[config.mk]
export PLATFORM = sky130hd
export DESIGN_NAME = pwm_multichannel
export DESIGN_NICKNAME = d
export VERILOG_FILES = /design/src/rtl/pwm_multichannel.sv
export SDC_FILE = /design/constraint.sdc
export NUM_CORES = 1
export LEC_CHECK = 0
export CAP_MARGIN = 10
export CELL_PAD_IN_SITES_DETAIL_PLACEMENT = 1
export CELL_PAD_IN_SITES_GLOBAL_PLACEMENT = 1
export CORE_AREA = 2 2 164 230
export DETAILED_ROUTE_END_ITERATION = 8
export DIE_AREA = 0 0 166 232
export PLACE_DENSITY = 0.77
export SLEW_MARGIN = 20
export SYNTH_ARGS = -nofsm -noshare
export SYNTH_HDL_FRONTEND = slang
export SYNTH_SLANG_ARGS = --single-unit
[constraint.sdc]
create_clock -name clk -period 14.15 [get_ports clk]
set_input_delay 2.1225 -clock clk [delete_from_list [all_inputs] [get_ports clk]]
set_output_delay 2.1225 -clock clk [all_outputs]
set_load 0.02 [all_outputs]
[src/rtl/pwm_multichannel.sv]
// Multi-channel PWM: shared frame counter, shadowed config applied on frame boundaries; out lags cnt by 1 cycle.
// No backpressure: cfg_load always accepted. Define PWM_CENTER_ALIGN_EN for up/down (centre-aligned) counting.
module pwm_multichannel #(
  parameter int NUM_CH = 16,
  parameter int CNT_W  = 8
) (
  input  logic                    clk,
  input  logic                    rst,
  input  logic                    enable,
  input  logic                    cfg_load,
  input  logic [CNT_W-1:0]        cfg_period,
  input  logic [NUM_CH*CNT_W-1:0] cfg_duty,
  input  logic [NUM_CH-1:0]       cfg_en_out,
  input  logic [NUM_CH-1:0]       cfg_en_pwm,
  output logic [NUM_CH-1:0]       out,
  output logic                    frame_start,
  output logic                    cfg_pending
);

  typedef struct packed {
    logic [CNT_W-1:0]        period;
    logic [NUM_CH*CNT_W-1:0] duty;
    logic [NUM_CH-1:0]       en_out;
    logic [NUM_CH-1:0]       en_pwm;
  } cfg_t;

  cfg_t              sh_q, sh_d, act_q, act_d;
  logic [CNT_W-1:0]  cnt_q, cnt_d;
  logic [NUM_CH-1:0] out_q, out_d, cmp;
  logic              fs_q, fs_d, pend_q, pend_d, run_q, run_d;
  logic              last, start;
`ifdef PWM_CENTER_ALIGN_EN
  logic              dir_q, dir_d;  // 1 = counting down
`endif

  always_comb begin
    for (int i = 0; i < NUM_CH; i++) begin
      cmp[i] = act_q.en_out[i] &
               (act_q.en_pwm[i] ? (cnt_q < act_q.duty[i*CNT_W +: CNT_W]) : 1'b1);
    end
  end

`ifdef PWM_CENTER_ALIGN_EN
  always_comb begin
    if (act_q.period == '0)
      last = 1'b1;
    else if (!dir_q)
      last = (act_q.period == CNT_W'(1)) && (cnt_q >= act_q.period);
    else
      last = (cnt_q <= CNT_W'(1));
  end
`else
  assign last = (cnt_q >= act_q.period);
`endif

  // The first enabled edge after an idle period also opens a frame.
  assign start = enable & (~run_q | last);

  always_comb begin
    cnt_d  = cnt_q;
    out_d  = '0;
    fs_d   = 1'b0;
    pend_d = pend_q;
    sh_d   = sh_q;
    act_d  = act_q;
    run_d  = enable;
`ifdef PWM_CENTER_ALIGN_EN
    dir_d  = dir_q;
`endif
    if (!enable) begin
      cnt_d = '0;
`ifdef PWM_CENTER_ALIGN_EN
      dir_d = 1'b0;
`endif
    end else begin
      out_d = run_q ? cmp : '0;
      if (start) begin
        cnt_d = '0;
        fs_d  = 1'b1;
`ifdef PWM_CENTER_ALIGN_EN
        dir_d = 1'b0;
`endif
        if (pend_q) begin
          act_d  = sh_q;
          pend_d = 1'b0;
        end
      end else begin
`ifdef PWM_CENTER_ALIGN_EN
        if (dir_q) begin
          cnt_d = cnt_q - CNT_W'(1);
        end else if (cnt_q >= act_q.period) begin
          cnt_d = cnt_q - CNT_W'(1);
          dir_d = 1'b1;
        end else begin
          cnt_d = cnt_q + CNT_W'(1);
        end
`else
        cnt_d = cnt_q + CNT_W'(1);
`endif
      end
    end
    // A load on the transfer edge lands in shadow after active took the old shadow.
    if (cfg_load) begin
      sh_d   = '{period: cfg_period, duty: cfg_duty, en_out: cfg_en_out, en_pwm: cfg_en_pwm};
      pend_d = 1'b1;
    end
  end

  always_ff @(posedge clk or posedge rst) begin
    if (rst) begin
      cnt_q  <= '0;
      out_q  <= '0;
      fs_q   <= 1'b0;
      pend_q <= 1'b0;
      run_q  <= 1'b0;
      sh_q   <= '{period: '1, duty: '0, en_out: '0, en_pwm: '0};
      act_q  <= '{period: '1, duty: '0, en_out: '0, en_pwm: '0};
`ifdef PWM_CENTER_ALIGN_EN
      dir_q  <= 1'b0;
`endif
    end else begin
      cnt_q  <= cnt_d;
      out_q  <= out_d;
      fs_q   <= fs_d;
      pend_q <= pend_d;
      run_q  <= run_d;
      sh_q   <= sh_d;
      act_q  <= act_d;
`ifdef PWM_CENTER_ALIGN_EN
      dir_q  <= dir_d;
`endif
    end
  end

  assign out         = out_q;
  assign frame_start = fs_q;
  assign cfg_pending = pend_q;

endmodule

==> results of run 1 <==
## layout make-up
class                           instances  share of cell area (%)
Sequential cell                       363                   44.36
Multi-Input combinational cell        701                   34.34
Timing Repair Buffer                  198                   9.674
Clock buffer                           51                   5.267
Tap cell                              467                   2.847
Inverter                              122                   2.268
Clock inverter                         16                   1.231
Antenna cell                            1                 0.01219
## flip-flops by register name, summed over array words and instances (netlist names)
signal,count
cfg_pending,1
cnt_q,8
frame_start,1
out,16
act_q,168
sh_q,168
run_q,1
## stage by stage
step | utilization, % | instances | instance area (sq um) | total power, mW | hold slack (ns)
floorplan | - | 1226 | 16870 | 1.709 | 0.4581
global placement | 52.64 | 1851 | 19190 | 1.845 | 0.4712
detailed placement | 52.64 | 1851 | 19190 | 1.886 | 0.4842
CTS | 56.30 | 1918 | 20520 | 2.976 | 0.4928
global route | 56.31 | 1919 | 20530 | 3.088 | 0.5171
finish | 56.31 | 1919 | 20530 | 2.941 | 0.4911
## final timing paths
kind / depth (start not counted) / endpoint / slack (ns)
max in group asynchronous: 3 / sh_q[114]$_DFFE_PP0P_ / 10.53
min in group asynchronous: 2 / run_q$_DFF_PP0_ / 2.12
setup / recovery: 5 / act_q[139]$_DFFE_PP0P_ / 10.33
hold reg to reg: 1 / act_q[17]$_DFFE_PP0P_ / 0.49
setup reg to reg: 7 / act_q[139]$_DFFE_PP0P_ / 10.70
hold / removal: 1 / act_q[17]$_DFFE_PP0P_ / 0.49
## metal layers
layer | vias up | routed length, microns | GRT usage (%)
li1 | 4634 | - | -
met2 | 172 | 20790 | 37.95
met4 | 2 | 1188 | 7.500
met5 | - | 13 | 0
met3 | 73 | 1097 | 2.932
met1 | 5209 | 15940 | 25.26
## cell usage in the layout, fill, tap and decap left out, types with 21 or more instances in the layout
master | synthesis | routed
nand3_1 | 21 | 21
clkbuf_16 | 0 | 39
ha_1 | 121 | 121
inv_1 | 122 | 121
nand2_1 | 34 | 34
mux2_4 | 114 | 114
nor2_1 | 55 | 55
clkdlybuf4s50_1 | 0 | 188
dfrtp_1 | 347 | 346
a21oi_1 | 48 | 48
mux2_2 | 208 | 208
## cells by family (layout without fill, tap and decap cells)
kind of cell               Yosys count  in the layout  synth area share, %
and+or+nand+nor                    119            119                2.982
adders and majority gates          121            121                8.974
AOI/OAI and AO/OA                  119            119                4.524
xor gates and xnor gates             6              6               0.3115
other                                0              1                    0
muxes                              336            336                24.96
DFF                                363            363                53.96
buffers and inverters              162            387                4.279
## report_power, final
part	internal (mW)	switching (mW)	leakage (nW)
sequential	1.23	0.116	4.29
combinational	0.314	0.212	4.73
clock	0.648	0.424	0.645
total	2.19	0.751	9.66
==> impl_metrics.json, run 1 <==
{
  "avgSynthCellArea_sq_um": 13.76,
  "fin_worst_skew_ns": 0.02092,
  "worstPathArrival_ns": 4.24,
  "cp_max_fo": 66,
  "wl_mm": 39.03,
  "synth_top_cell_by_area": "dfrtp_1",
  "p_per_area_nw_per_um2": 143.3,
  "slowest_delay_ns": 0.78,
  "drv_slew": 0,
  "fillCellCount": 3542,
  "peakVddDrop_v": 0.0001210,
  "setup_ws_ns": 10.33,
  "synth.most_common_cell": "dfrtp_1",
  "post-route-period-util_pct": 27.01,
  "drt_first_pass_iters": 6,
  "drv_cap": 0,
  "crit_required_ns": 14.57,
  "insertion_delay_ns": 0.54,
  "leakage_nw": 9.659,
  "end_kind": "flip-flop",
  "yosysSeqAreaShare_pct": 53.96,
  "preCtsSetupSlack_ns": 9.784,
  "path_class": "input port to flip-flop",
  "path_cells": "clkdlybuf4s50_1, nand2_1, nor2_4, buf_4, mux2_2",
  "hold_start": "sh_q[17]$_DFFE_PP0P_",
  "ctsHtreeMaxLevel": 2,
  "num_rows": 83,
  "rsz0062_at_grt": "false",
  "ys_ff_latch": 363,
  "clkTransAtPathRegs_ns": 0.07,
  "synth_nets": 1519,
  "hold_path_class": "flip-flop to flip-flop",
  "fin_nets": 1717,
  "tns_ns": 0,
  "synth_common_cells": "dfrtp_1, mux2_2, inv_1",
  "clock.fmax_mhz": 261.6,
  "yosysWarnings": 0,
  "antenna_found_initial": 2,
  "netlist_instances": 1226,
  "cts_tree": "done",
  "ctsHoldBuffers": 0,
  "grt_max_degree": 189,
  "die_width_microns": 166,
  "status": "finished clean",
  "period_minus_slack_ns": 3.822,
  "drt_iter0_markers": 527,
  "drive_gt1_share_pct": 28.60,
  "area_growth_pct": 21.67,
  "drc": 0,
  "slew_headroom_pct": 26.68,
  "seq_area_sq_um": 9105,
  "crit_buf_inv": 2,
  "synthFlopType": "dfrtp_1",
  "antenna_left": 0,
  "initial_core_util_pct": 46.28,
  "wire_per_inst_microns": 20.34,
  "cts_made_buffers": 38,
  "hpwl_mm": 24.86,
  "via_per_inst": 5.258,
  "die_area_sq_um": 38510,
  "setup_viol": 0,
  "cts_resized": 0,
  "start_kind": "input port",
  "cts_buffer_depth": 3,
  "syn_area_sq_um": 16870,
  "path_delay_family": "buffers and inverters",
  "io_pins": 190,
  "place_congestion": 0.7398,
  "grt_first_pass_wirelength_mm": 63.05,
  "grt_usage_pct": 20.87,
  "synth_edf_count": 0,
  "max_slew.worst_pin.slew_ns": 1.100,
  "critPathSlowestCell": "buf_4",
  "grt_pass1_vias": 11530,
  "synthTopCellsByArea": "dfrtp_1, mux2_2, mux2_4, ha_1, inv_1",
  "core_region_area_sq_um": 36450,
  "die_y_microns": 232,
  "multi_input_area_sq_um": 7049,
  "vias": 10090,
  "synth.distinct_cells": 32,
  "overflow": 0,
  "final_hold_viol_count": 0,
  "timing.rr.start": "cnt_q[7]$_DFF_PP0_",
  "cts_root_buf": "clkbuf_16",
  "clkSinkCount": 363,
  "port_buffers": 189,
  "cp-startpoint": "enable",
  "synth_top_area_share_pct": 51.47,
  "postCtsSetupRepairBufs": 0,
  "synthArstFlopShare_pct": 100.0
}
Power figures use the tool's default switching activity.
==> inputs of run 2 (changes only) <==
==> constraint.sdc (replaced) <==
create_clock -name clk -period 4 [get_ports clk]
set_input_delay 0.6 -clock clk [delete_from_list [all_inputs] [get_ports clk]]
set_output_delay 0.6 -clock clk [all_outputs]
set_load 0.02 [all_outputs]
==> impl_metrics.json, run 2 (same netlist as run 1, synthesis figures left out) <==
{
  "busiest_layer": "met2",
  "end_kind": "flip-flop",
  "final_cell_mix": "dfrtp_1, mux2_2, clkdlybuf4s50_1",
  "finalInstanceArea_sq_um": 20640,
  "fin_worst_hold_slack_ns": 0.5011,
  "slew_headroom_pct": 37.07,
  "wl_mm": 39.89,
  "fin_worst_skew_ns": 0.01867,
  "use_met2_pct": 40.56,
  "cts_root_buf": "clkbuf_16",
  "wire_per_inst_microns": 20.67,
  "die_area_sq_um": 38510,
  "grt_max_degree": 110,
  "start_kind": "flip-flop",
  "vias": 10100,
  "grt_usage_pct": 21.41,
  "grt_pass1_vias": 11720,
  "critPathSlowestCell": "buf_12",
  "gr-usage-met1_pct": 24.98,
  "cts_resized": 0,
  "diodes": 0,
  "place_congestion": 0.7579,
  "initial_core_util_pct": 46.28,
  "cts_buffer_depth": 3,
  "fin_util_pct": 56.63,
  "antenna_found_initial": 0,
  "worstPathArrival_ns": 3.19,
  "hold_path_class": "flip-flop to flip-flop",
  "io_pins": 190,
  "fillCellCount": 3543,
  "drv_cap": 0,
  "num_rows": 83,
  "postCtsSetupRepairBufs": 0,
  "area_growth_pct": 22.35,
  "port_buffers": 189,
  "drive_gt1_share_pct": 29.19,
  "post-route-period-util_pct": 69.54,
  "cp_max_fo": 109,
  "leakage_nw": 9.732,
  "die_width_microns": 166,
  "setup_viol": 0,
  "path_class": "flip-flop to flip-flop",
  "clock.fmax_mhz": 359.5,
  "overflow": 0,
  "crit_required_ns": 4.41,
  "drt_first_pass_iters": 4,
  "clkSinkCount": 363,
  "mostFrequentLayoutCell": "dfrtp_1",
  "peakVddDrop_v": 0.0003533,
  "hpwl_mm": 26.17,
  "antenna_left": 0,
  "status": "finished clean",
  "rsz0062_at_grt": "false",
  "ctsHoldBuffers": 0,
  "ctsHtreeMaxLevel": 2,
  "die_y_microns": 232,
  "insertion_delay_ns": 0.54,
  "drc": 0,
  "period_minus_slack_ns": 2.782,
  "post_dp_cell_area_sq_um": 19360,
  "core_region_area_sq_um": 36450,
  "cts_tree": "done",
  "met3_usage_pct": 3.068,
  "p_per_area_nw_per_um2": 496.7,
  "path_cells": "inv_1, ha_1, and3_1, o211ai_1, o21a_2, nor2_4, buf_12, mux2_1",
  "slowest_delay_ns": 0.55,
  "max_slew.worst_pin.slew_ns": 0.9419,
  "cts_made_buffers": 37,
  "drv_slew": 0,
  "drt_iter0_markers": 385,
  "final_hold_viol_count": 0,
  "clkTransAtPathRegs_ns": 0.06,
  "grt_first_pass_wirelength_mm": 64.63,
  "fin_nets": 1728,
  "via_per_inst": 5.232
}
run 2: cell count changes in the layout (fill, tap and decap cells not counted), moves of 2 or more:
cell,previous run,this run
clkinvlp_4,3,1
clkinv_4,3,0
bufinv_16,6,3
clkinv_2,3,7
clkbuf_8,6,9
buf_12,2,9
buf_4,7,12
run 2: area by class of cell:
cell class                 count  area, sq um  area share (%)
sequential                   363         9106           44.12
tap                          467        584.3           2.831
inverter                     122        461.7           2.237
timing repair buffer         210         2163           10.48
clock inverter                12        150.1          0.7274
multi-input combinational    701         7049           34.15
clock buffer                  55         1126           5.456
run 2: path summary, 6_finish.rpt:
path                                        start                      to  slack [ns]  depth (start not counted)
setup / recovery           act_q[166]$_DFFE_PP1P_   act_q[20]$_DFFE_PP0P_        1.22                          8
hold / removal              act_q[31]$_DFFE_PP0P_   act_q[31]$_DFFE_PP0P_        0.50                          1
setup reg to reg           act_q[166]$_DFFE_PP1P_   act_q[20]$_DFFE_PP0P_        1.22                          8
hold reg to reg             act_q[31]$_DFFE_PP0P_   act_q[31]$_DFFE_PP0P_        0.50                          1
max in group asynchronous                     rst  act_q[125]$_DFFE_PP0P_        2.47                          3
min in group asynchronous                     rst    sh_q[89]$_DFFE_PP0P_        0.62                          2
run 2: layer usage:
| layer | vias up | share of wire [%] |
|---|---|---|
| met2 | 177 | 54 |
| met5 | - | 0 |
| li1 | 4650 | - |
| met4 | 0 | 2.8 |
| met3 | 70 | 2.8 |
| met1 | 5201 | 40 |
run 2: stage by stage:
step	TNS (ns)	power [mW]	instances	worst slack [ns]
global route	0	10.81	1930	1.063
detailed placement	0	6.694	1863	1.241
global placement	0	6.547	1863	1.301
finish	0	10.25	1930	1.218
CTS	0	10.40	1930	1.214
floorplan	-507.02	6.046	1226	-1.455
run 2: critical path: cells and delay by family (launching register included):
family,cells,cell delay [ns]
DFF,1,0.52
muxes,1,0.38
buffers and inverters,2,0.59
and+or+nand+nor,2,0.32
adders and majority gates,1,0.29
AOI/OAI and AO/OA,2,0.35
run 2: power breakdown:
part	switching, mW	total (mW)	internal, mW
registers	0.414	4.76	4.34
logic	0.755	1.88	1.12
clock network	1.47	3.62	2.15
total	2.63	10.3	7.62
==> inputs of run 3 (changes only) <==
==> constraint.sdc (replaced) <==
create_clock -name clk -period 2.8 [get_ports clk]
set_input_delay 0.42 -clock clk [delete_from_list [all_inputs] [get_ports clk]]
set_output_delay 0.42 -clock clk [all_outputs]
set_load 0.02 [all_outputs]
==> impl_metrics.json, run 3 (same netlist as run 1, synthesis figures left out) <==
{
  "antenna_found_initial": 1,
  "postCtsSetupRepairBufs": 0,
  "timing.rr.start": "act_q[167]$_DFFE_PP1P_",
  "multi_input_area_sq_um": 7049,
  "io_pins": 190,
  "fin_util_pct": 57.04,
  "drv_slew": 0,
  "end_kind": "flip-flop",
  "grt_usage_pct": 21.51,
  "core_region_area_sq_um": 36450,
  "post_dp_cell_area_sq_um": 19390,
  "finalInstanceArea_sq_um": 20790,
  "dp.cells": 1868,
  "ctsHoldBuffers": 0,
  "grt_first_pass_wirelength_mm": 64.76,
  "overflow": 0,
  "cts_root_buf": "clkbuf_16",
  "fin_nets": 1734,
  "cp-startpoint": "act_q[167]$_DFFE_PP1P_",
  "post-route-period-util_pct": 92.43,
  "clkSinkCount": 363,
  "wl_mm": 40.12,
  "mostFrequentLayoutCell": "dfrtp_1",
  "die_area_sq_um": 38510,
  "start_kind": "flip-flop",
  "insertion_delay_ns": 0.54,
  "drt_first_pass_iters": 4,
  "cts_made_buffers": 38,
  "antenna_left": 0,
  "slew_headroom_pct": 60.89,
  "setup_viol": 0,
  "drive_gt1_share_pct": 29.77,
  "grt_max_degree": 104,
  "cts_resized": 0,
  "max_slew.worst_pin.slew_ns": 0.5867,
  "die_width_microns": 166,
  "vias": 10160,
  "path_class": "flip-flop to flip-flop",
  "worstPathArrival_ns": 3.00,
  "crit_required_ns": 3.22,
  "ctsHtreeMaxLevel": 2,
  "p_per_area_nw_per_um2": 722.9,
  "cts_buffer_depth": 3,
  "fillCellCount": 3545,
  "num_rows": 83,
  "hpwl_mm": 26.53,
  "status": "finished clean",
  "clock.fmax_mhz": 386.4,
  "rsz0062_at_grt": "false",
  "wire_per_inst_microns": 20.71,
  "leakage_nw": 9.798,
  "cp_max_fo": 60,
  "drt_iter0_markers": 397,
  "grt_pass1_vias": 11760,
  "initial_core_util_pct": 46.28,
  "fin_worst_skew_ns": 0.01488,
  "period_minus_slack_ns": 2.588,
  "final_cell_mix": "dfrtp_1, mux2_2, clkdlybuf4s50_1",
  "preCtsSetupSlack_ns": 0.2279,
  "drv_cap": 0,
  "seq_area_sq_um": 9106,
  "power.total_mw": 15.03,
  "final_hold_viol_count": 0,
  "clkTransAtPathRegs_ns": 0.06,
  "fin_cells": 1937,
  "peakVddDrop_v": 0.0005579,
  "die_y_microns": 232,
  "via_per_inst": 5.245,
  "area_growth_pct": 23.25,
  "drc": 0,
  "setup_ws_ns": 0.2119,
  "place_congestion": 0.7722,
  "port_buffers": 189,
  "cts_tree": "done",
  "hold_path_class": "input port to asynchronous set/reset pin"
}
==> run 3: path summary, 6_finish.rpt <==
check	end	slack [ns]	cells past startpoint
min in group clk	sh_q[142]$_DFFE_PP0P_	0.41	2
min reg2reg	act_q[15]$_DFFE_PP0P_	0.49	1
max in group asynchronous	cnt_q[7]$_DFF_PP0_	1.81	3
max reg2reg	act_q[8]$_DFFE_PP0P_	0.21	8
min	act_q[88]$_DFFE_PP0P_	0.40	3
max	act_q[8]$_DFFE_PP0P_	0.21	8
==> run 3: power by group <==
| part | total, mW | internal (mW) | leakage [nW] | switching (mW) |
|---|---|---|---|---|
| logic | 2.68 | 1.60 | 4.83 | 1.08 |
| registers | 6.80 | 6.20 | 4.29 | 0.591 |
| clock network | 5.55 | 3.45 | 0.681 | 2.10 |
==> run 3: critical path: stages, from the launching register on <==
cell and delay [ns]:
dfstp_2 0.52, inv_1 0.04, ha_1 0.29, and3_1 0.20, o211ai_1 0.10, o21a_2 0.25
nor2_4 0.20, buf_12 0.40, mux2_1 0.37
==> run 3: routing by layer <==
metal  part of all wire (%)  global-route usage (%)  vias to the layer above  routed length [microns]
met3                    2.9                   3.000                       76                     1172
met4                    3.2                   7.908                        0                     1292
met1                     40                   25.57                     5229                    16160
li1                       -                       -                     4660                        -
met5                      0                       0                        -                        0
met2                     54                   39.59                      194                    21490
==> run 3: layout make-up <==
cell class	instances	share of cell area (%)
antenna	2	0.02407
clock buffer	52	5.566
clock inverter	15	1.155
inverter	122	2.220
multi-input combinational	701	33.90
sequential	363	43.80
tap	467	2.810
timing repair buffer	215	10.52
==> run 3: per-stage QoR <==
stage	hold slack (ns)	setup TNS, ns
2_1_floorplan	0.4514	-877.28
3_3_place_gp	0.4717	0
3_5_place_dp	0.4870	0
4_1_cts	0.3990	0
5_1_grt	0.4267	0
6_report	0.4037	0
